## src/rtl/fp16_mul_arbiter.sv

```systemverilog
// Round-robin front end that shares one pipelined FP16 multiplier between NREQ requesters.
// Each issued operand pair carries its requester ID through a tag pipe matched to the multiplier depth.
module fp16_mul_arbiter #(
  parameter int unsigned NREQ    = 4,
  parameter int unsigned IDW     = 2,
  parameter int unsigned LATENCY = 2
) (
  input  logic               clk,
  input  logic               rst,
  input  logic               hold,
  input  logic [NREQ-1:0]    req_valid,
  input  logic [NREQ*16-1:0] req_a,
  input  logic [NREQ*16-1:0] req_b,
  output logic [NREQ-1:0]    req_ready,
  output logic [15:0]        mul_a,
  output logic [15:0]        mul_b,
  input  logic [15:0]        mul_result,
  output logic               resp_valid,
  output logic [IDW-1:0]     resp_id,
  output logic [15:0]        resp_data,
  output logic               busy
);

  localparam int unsigned DW = 16;

  logic [IDW-1:0]     ptr;
  logic [IDW-1:0]     ptr_next;
  logic               grant;
  logic [IDW-1:0]     grant_id;
  logic [DW-1:0]      grant_a;
  logic [DW-1:0]      grant_b;
  logic               issue_valid;
  logic [IDW-1:0]     issue_id;
  logic [LATENCY-1:0] tag_valid;
  logic [IDW-1:0]     tag_id [LATENCY];

  // First valid requester at or after the pointer wins; the search wraps mod NREQ.
  always_comb begin : grant_search
    int unsigned idx;
    req_ready = '0;
    grant     = 1'b0;
    grant_id  = '0;
    grant_a   = '0;
    grant_b   = '0;
    idx       = 0;
    for (int unsigned k = 0; k < NREQ; k++) begin
      idx = (32'(ptr) + k) % NREQ;
      if (!hold && !grant && req_valid[idx]) begin
        grant          = 1'b1;
        grant_id       = IDW'(idx);
        req_ready[idx] = 1'b1;
        grant_a        = req_a[DW*idx +: DW];
        grant_b        = req_b[DW*idx +: DW];
      end
    end
  end

  always_comb begin
    ptr_next = ptr;
    if (grant) begin
      ptr_next = (grant_id == IDW'(NREQ - 1)) ? '0 : grant_id + IDW'(1);
    end
  end

  // Issue stage: operands stay put between transfers, only the valid flag drops.
  always_ff @(posedge clk or posedge rst) begin
    if (rst) begin
      ptr         <= '0;
      issue_valid <= 1'b0;
      issue_id    <= '0;
      mul_a       <= '0;
      mul_b       <= '0;
    end else begin
      issue_valid <= grant;
      ptr         <= ptr_next;
      if (grant) begin
        issue_id <= grant_id;
        mul_a    <= grant_a;
        mul_b    <= grant_b;
      end
    end
  end

  // Tag pipe tracks the multiplier stages one-for-one; the multiplier never stalls.
  always_ff @(posedge clk or posedge rst) begin
    if (rst) begin
      tag_valid <= '0;
      for (int unsigned i = 0; i < LATENCY; i++) begin
        tag_id[i] <= '0;
      end
    end else begin
      tag_valid[0] <= issue_valid;
      tag_id[0]    <= issue_id;
      for (int unsigned i = 1; i < LATENCY; i++) begin
        tag_valid[i] <= tag_valid[i-1];
        tag_id[i]    <= tag_id[i-1];
      end
    end
  end

  assign resp_valid = tag_valid[LATENCY-1];
  assign resp_id    = tag_id[LATENCY-1];
  assign resp_data  = mul_result;
  assign busy       = issue_valid | (|tag_valid);

endmodule

```

## config.mk

```make
export PLATFORM = sky130hd
export DESIGN_NAME = fp16_mul_arbiter
export DESIGN_NICKNAME = d
export VERILOG_FILES = /design/src/rtl/fp16_mul_arbiter.sv
export SDC_FILE = /design/constraint.sdc
export NUM_CORES = 1
export LEC_CHECK = 0
export ABC_AREA = 1
export BUFFER_PORTS_ARGS = -buffer_cell sky130_fd_sc_hd__buf_4
export CAP_MARGIN = 20
export CORE_ASPECT_RATIO = 1.75
export CORE_MARGIN = 8
export CORE_UTILIZATION = 51
export CTS_CLUSTER_SIZE = 10
export DETAILED_ROUTE_END_ITERATION = 10
export GPL_ROUTABILITY_DRIVEN = 0
export GPL_TIMING_DRIVEN = 0
export PLACE_DENSITY = 0.82
export SETUP_SLACK_MARGIN = 0.05
export SLEW_MARGIN = 20
export SYNTH_ARGS = -nofsm -noshare
export SYNTH_HDL_FRONTEND = slang
export SYNTH_SLANG_ARGS = --single-unit
```

## constraint.sdc

```tcl
create_clock -name clk -period 3.45 [get_ports clk]
set_clock_uncertainty 0.15 [all_clocks]
set_input_delay 0.69 -clock clk [delete_from_list [all_inputs] [get_ports clk]]
set_output_delay 0.69 -clock clk [all_outputs]
set_load 0.01 [all_outputs]
```

Word level (Yosys, flattened, before mapping)
Cells that the tools add are included.

Bits in registers: 43. Bits of input ports: 151. Output and inout bits: 56. Word-level logic and storage cells: 86.

Add/sub/neg operators: 4. Order comparisons: 8. Equal/unequal tests: 1. Shift-type cells: 8. Mux-type cells: 37. Bitwise operators: 4. Reduce and logical (&&, ||, !) cells: 16.

Operator list (number): 64-bit by 7-bit variable part select with 16-bit output (8); 16-bit 2-to-1 mux (8); 4-bit 2-to-1 mux (4); 2-bit by 3-bit less-than comparator with 1-bit output (second input constant) (4); 1-bit 2-to-1 mux (12); 4-bit OR (3); 1-bit logical AND (11); 2-bit 2-to-1 mux (5); 1-bit binary-select mux with 2-bit select (4); 1-bit demux with 2-bit select (4); 2-bit by 1-bit greater-or-equal comparator with 1-bit output (second input constant) (4); 2-bit by 1-bit adder with 2-bit output (second input constant) (2); 2-bit adder (second input constant) (2); 1-bit zero test (4); 2-bit == test (second input constant) (1); 2-bit OR reduction (1); 1-bit OR (1).

Depth between registers and ports, before layout
Depth after elaboration: 18. Gate-level depth with buffers: 14. Gate-level depth less buffers: 14.

Worst setup path after synthesis
Ideal clock, no wire load.

Path type: reg2out. Start: register ptr[1]. End: output req_ready[0]. Data arrival time: 2.257 ns. Required time: 2.610 ns. Path slack: 0.353 ns. Cell stages (with the launch flop): 12. Path buffers: 2. Cells stage by stage: dfrtp_1 inv_1 buf_2 buf_1 ha_1 inv_2 nand3_2 nand2_2 nand4_2 nor2_4 inv_1 o21ai_0.

Longest elaborated chain between the ends: 16. Elaborated cells between the ends (all ways): 51. Classes of those cells: 3 x add/sub; 8 x order compare; 23 x mux; 3 x bitwise; 14 x reduce/logical.

Ends and longest elaborated chain: from (decl) (line 26) `logic [IDW-1:0] ptr;`; from (signal assigned) (line 75) `ptr <= ptr_next;`; branches (longest 15 deep; another with 2-bit by 3-bit less-than comparator with 1-bit output); 4-bit 2-to-1 mux (*) (line 48) `if (!hold && !grant && req_valid[idx]) begin`; to (decl) (line 14) `output logic [NREQ-1:0] req_ready,`.

Every way passes the cells marked *. The select of a mux whose other input is x is not followed.

==> impl_metrics.csv <==
group,metric,value,unit
flow_run,cap_violations,0,
sta,rsz0062_at_grt,"false",
synth,synth.largest_area_cell,"nand2_1",
critical_path,end_kind,"output pin",
critical_path,worstPathMaxFanout,13,
sta,min_period,3.34,ns
die,fp-row-count,50,
routing,wire_per_inst,18.8,um
pwr,leakage,3.95,nW
final_layout,postLayoutCellArea,7500,um2
critical_path,required,2.61,ns
die,start_util,0.525,
synth,syn_area_per_cell,5.93,um2
status,status,"completed",
synth,synth-main-ff-cell,"dfrtp_1",
pwr,p_int,3.16,mW
synth,ys_async_sr_fraction,1.00,
cts,cts_hold_buf,0,
grt,antenna_found_initial,0,
synth,synth_top_area_frac,0.232,
synth,synth-edff-count,0,
placement,placed_area,7220,um2
final_layout,drive_above_1_share,0.245,
pwr,pwr-share-comb,0.787,
final_layout,area_delta_synth_final,33.5,%
routing,first_iter_violations,624,
critical_path,crit_path_start_kind,"flop",
pwr,ir_drop,0.875,mV
sta,fmax,299,MHz
synth,synth_seq_cells,43,
cts,clock-sinks,43,
placement,dp_slack,-0.330,ns
cts,cts-root-buf,"clkbuf_16",
grt,grt_pass1_vias,7624,
final_layout,nets,1307,
placement,dp_hpwl,18.6,mm
min_path,min_path_type,"reg2reg",
synth,yosysSeqAreaShare,0.192,
die,die_h,155,um
die,chipWidth,95.3,um
cts,cts_tree,"built",
synth,synthTopCellsByCount,"nand2_1, o21ai_0, nor2_1, inv_1, o211ai_1",
synth,yosys-top-cells-area,"nand2_1, dfrtp_1, o21ai_0, mux2i_1, o211ai_1",
sta,fin_ws,0.108,ns
cts,cts_buffers,5,
routing,firstDrtPassIters,8,
final_layout,fin_util,0.701,
pwr,pwr-share-seq,0.124,
die,core_area,10700,um2
cts,clkLatencyLatePin,0.30,ns
routing,via_per_inst,6.01,
final_layout,fill_cells,995,
sta,max_slew_margin,0.502,
cts,path_clk_slew,0.07,ns
sta,tns,0,ns
final_layout,insertedDiodeCount,0,
synth,synth_most_common_cell,"nand2_1",
grt,grt_pass1_wl,37.7,mm
cts,clock_path_buffers,2,
sta,period_share,0.969,
die,die-area,14800,um2
pwr,switching_share,0.571,
synth,syn_nets,1106,
sta,setup_viol,0,
die,pin_count,207,
pwr,p_sw,4.20,mW
sta,hold_viol,0,
routing,wirelength,24.1,mm
routing,vias,7682,
placement,io_buffers,190,
synth,syn_inst,947,
pwr,power.density,981,nW/um2
pwr,clkPwrFrac,0.089,
sta,drv_slew,0,
sta,worstMarginPinSlew,0.748,ns
routing,ant_nets,0,
cts,h-tree-depth,2,
critical_path,critical_path_class,"reg2out",
synth,syn_area,5610,um2
grt,grt.total_usage,0.324,
grt,grt-ovfl-total,0,
grt,grt_max_degree,26,
synth,synth.distinct_cells,33,
synth,ys.warnings.count,0,
routing,drc,0,
critical_path,arrival,2.50,ns
cell type report:
class	instances	area [um2]	area share
flip-flops and latches	43	1080	0.144
clock buffers	6	129	0.0172
multi-input cells	755	3830	0.510
clock inverters	2	60.1	0.00801
inverters	64	243	0.0324
plain buffers	84	522	0.0696
well taps	130	163	0.0217
repair buffers	195	1480	0.197
cells in the final DEF (no fill, tap or decap), drive strengths merged:
| cell type | n |
|---|---|
| nand2 | 351 |
| buf | 251 |
| o21ai | 133 |
| nor2 | 73 |
| inv | 63 |
| o211ai | 55 |
| mux2i | 47 |
| dfrtp | 43 |
| nand3 | 42 |
| clkbuf | 34 |
| a21oi | 19 |
| nand4 | 9 |
| ha | 8 |
| or2 | 6 |
| nor3 | 4 |
| a22oi | 3 |
| a32oi | 2 |
| bufinv | 2 |
| o21bai | 1 |
| clkinv | 1 |
| nand3b | 1 |
| or3 | 1 |
state kept, by name, indices dropped and copies added (netlist names), named ones only:
name / flops
tag_id: 2
resp_id: 2
mul_b: 16
issue_id: 2
mul_a: 16
ptr: 1
issue_valid: 1
tag_valid: 2
per-layer routing:
metal	track usage	wire length, um	up-vias
met1	0.344	7860	3413
met5	0	0	-
met4	0.242	1850	0
met3	0.0567	2510	167
li1	-	-	3510
met2	0.549	11900	592
worst max-delay path, cell delays in order, from the launching register on:
cell and delay, ns:
dfrtp_2 0.43, inv_4 0.11, buf_6 0.16, buf_8 0.15
ha_2 0.31, inv_2 0.10, nand3_4 0.10, nand2_4 0.10
nand3_1 0.12, nor2_4 0.23, a21oi_1 0.10, o21ai_1 0.11
buf_4 0.15
final timing paths:
check / depth (start not counted) / slack (ns) / to / from
setup / recovery: 12 / 0.11 / req_ready[0] / flop
hold / removal: 0 / 0.20 / resp_id[0]$_DFF_PP0_ / tag_id[2]$_DFF_PP0_
setup reg to reg: 13 / 0.22 / mul_a[4]$_DFFE_PP0P_ / flop
hold reg to reg: 0 / 0.20 / resp_id[0]$_DFF_PP0_ / tag_id[2]$_DFF_PP0_
max in group asynchronous: 3 / 2.40 / mul_a[12]$_DFFE_PP0P_ / rst
min in group asynchronous: 2 / 0.24 / asynchronous set/reset pin / rst
metrics by stage:
stage | hold WS [ns] | cells | power [mW]
detailed placement | 0.186 | 1268 | 6.37
global placement | 0.188 | 1267 | 6.29
floorplan | 0.181 | 947 | 4.56
finish | 0.201 | 1279 | 7.35
CTS | 0.201 | 1279 | 7.11
global route | 0.209 | 1279 | 7.89
power groups by stage:
stage          sequential [mW]  clock, mW  combinational [mW]
3_5_place_dp             0.924          0                5.45
5_1_grt                  0.943      0.659                6.29
3_3_place_gp             0.918          0                5.37
4_1_cts                  0.909      0.641                5.56
2_1_floorplan            0.967          0                3.60
6_report                 0.910      0.653                5.79
cell families (layout without fill, tap and decap cells):
family | count (synthesis) | in the layout | share of synthesized area
AO/OA/AOI/OAI | 213 | 213 | 0.220
multiplexers | 47 | 47 | 0.0838
adder cells (fa/ha/maj) | 8 | 8 | 0.0178
flip-flops | 43 | 43 | 0.192
buffers and inverters | 149 | 351 | 0.132
AND/OR/NAND/NOR | 487 | 487 | 0.355
repair_timing:
item                       in CTS  in global routing
pin swaps                       2                  1
resized for setup              11                 12
gates cloned                    0                  0
setup buffers                   4                  0
setup endpoints to repair      24                  4
Power figures use the tool's default switching activity.
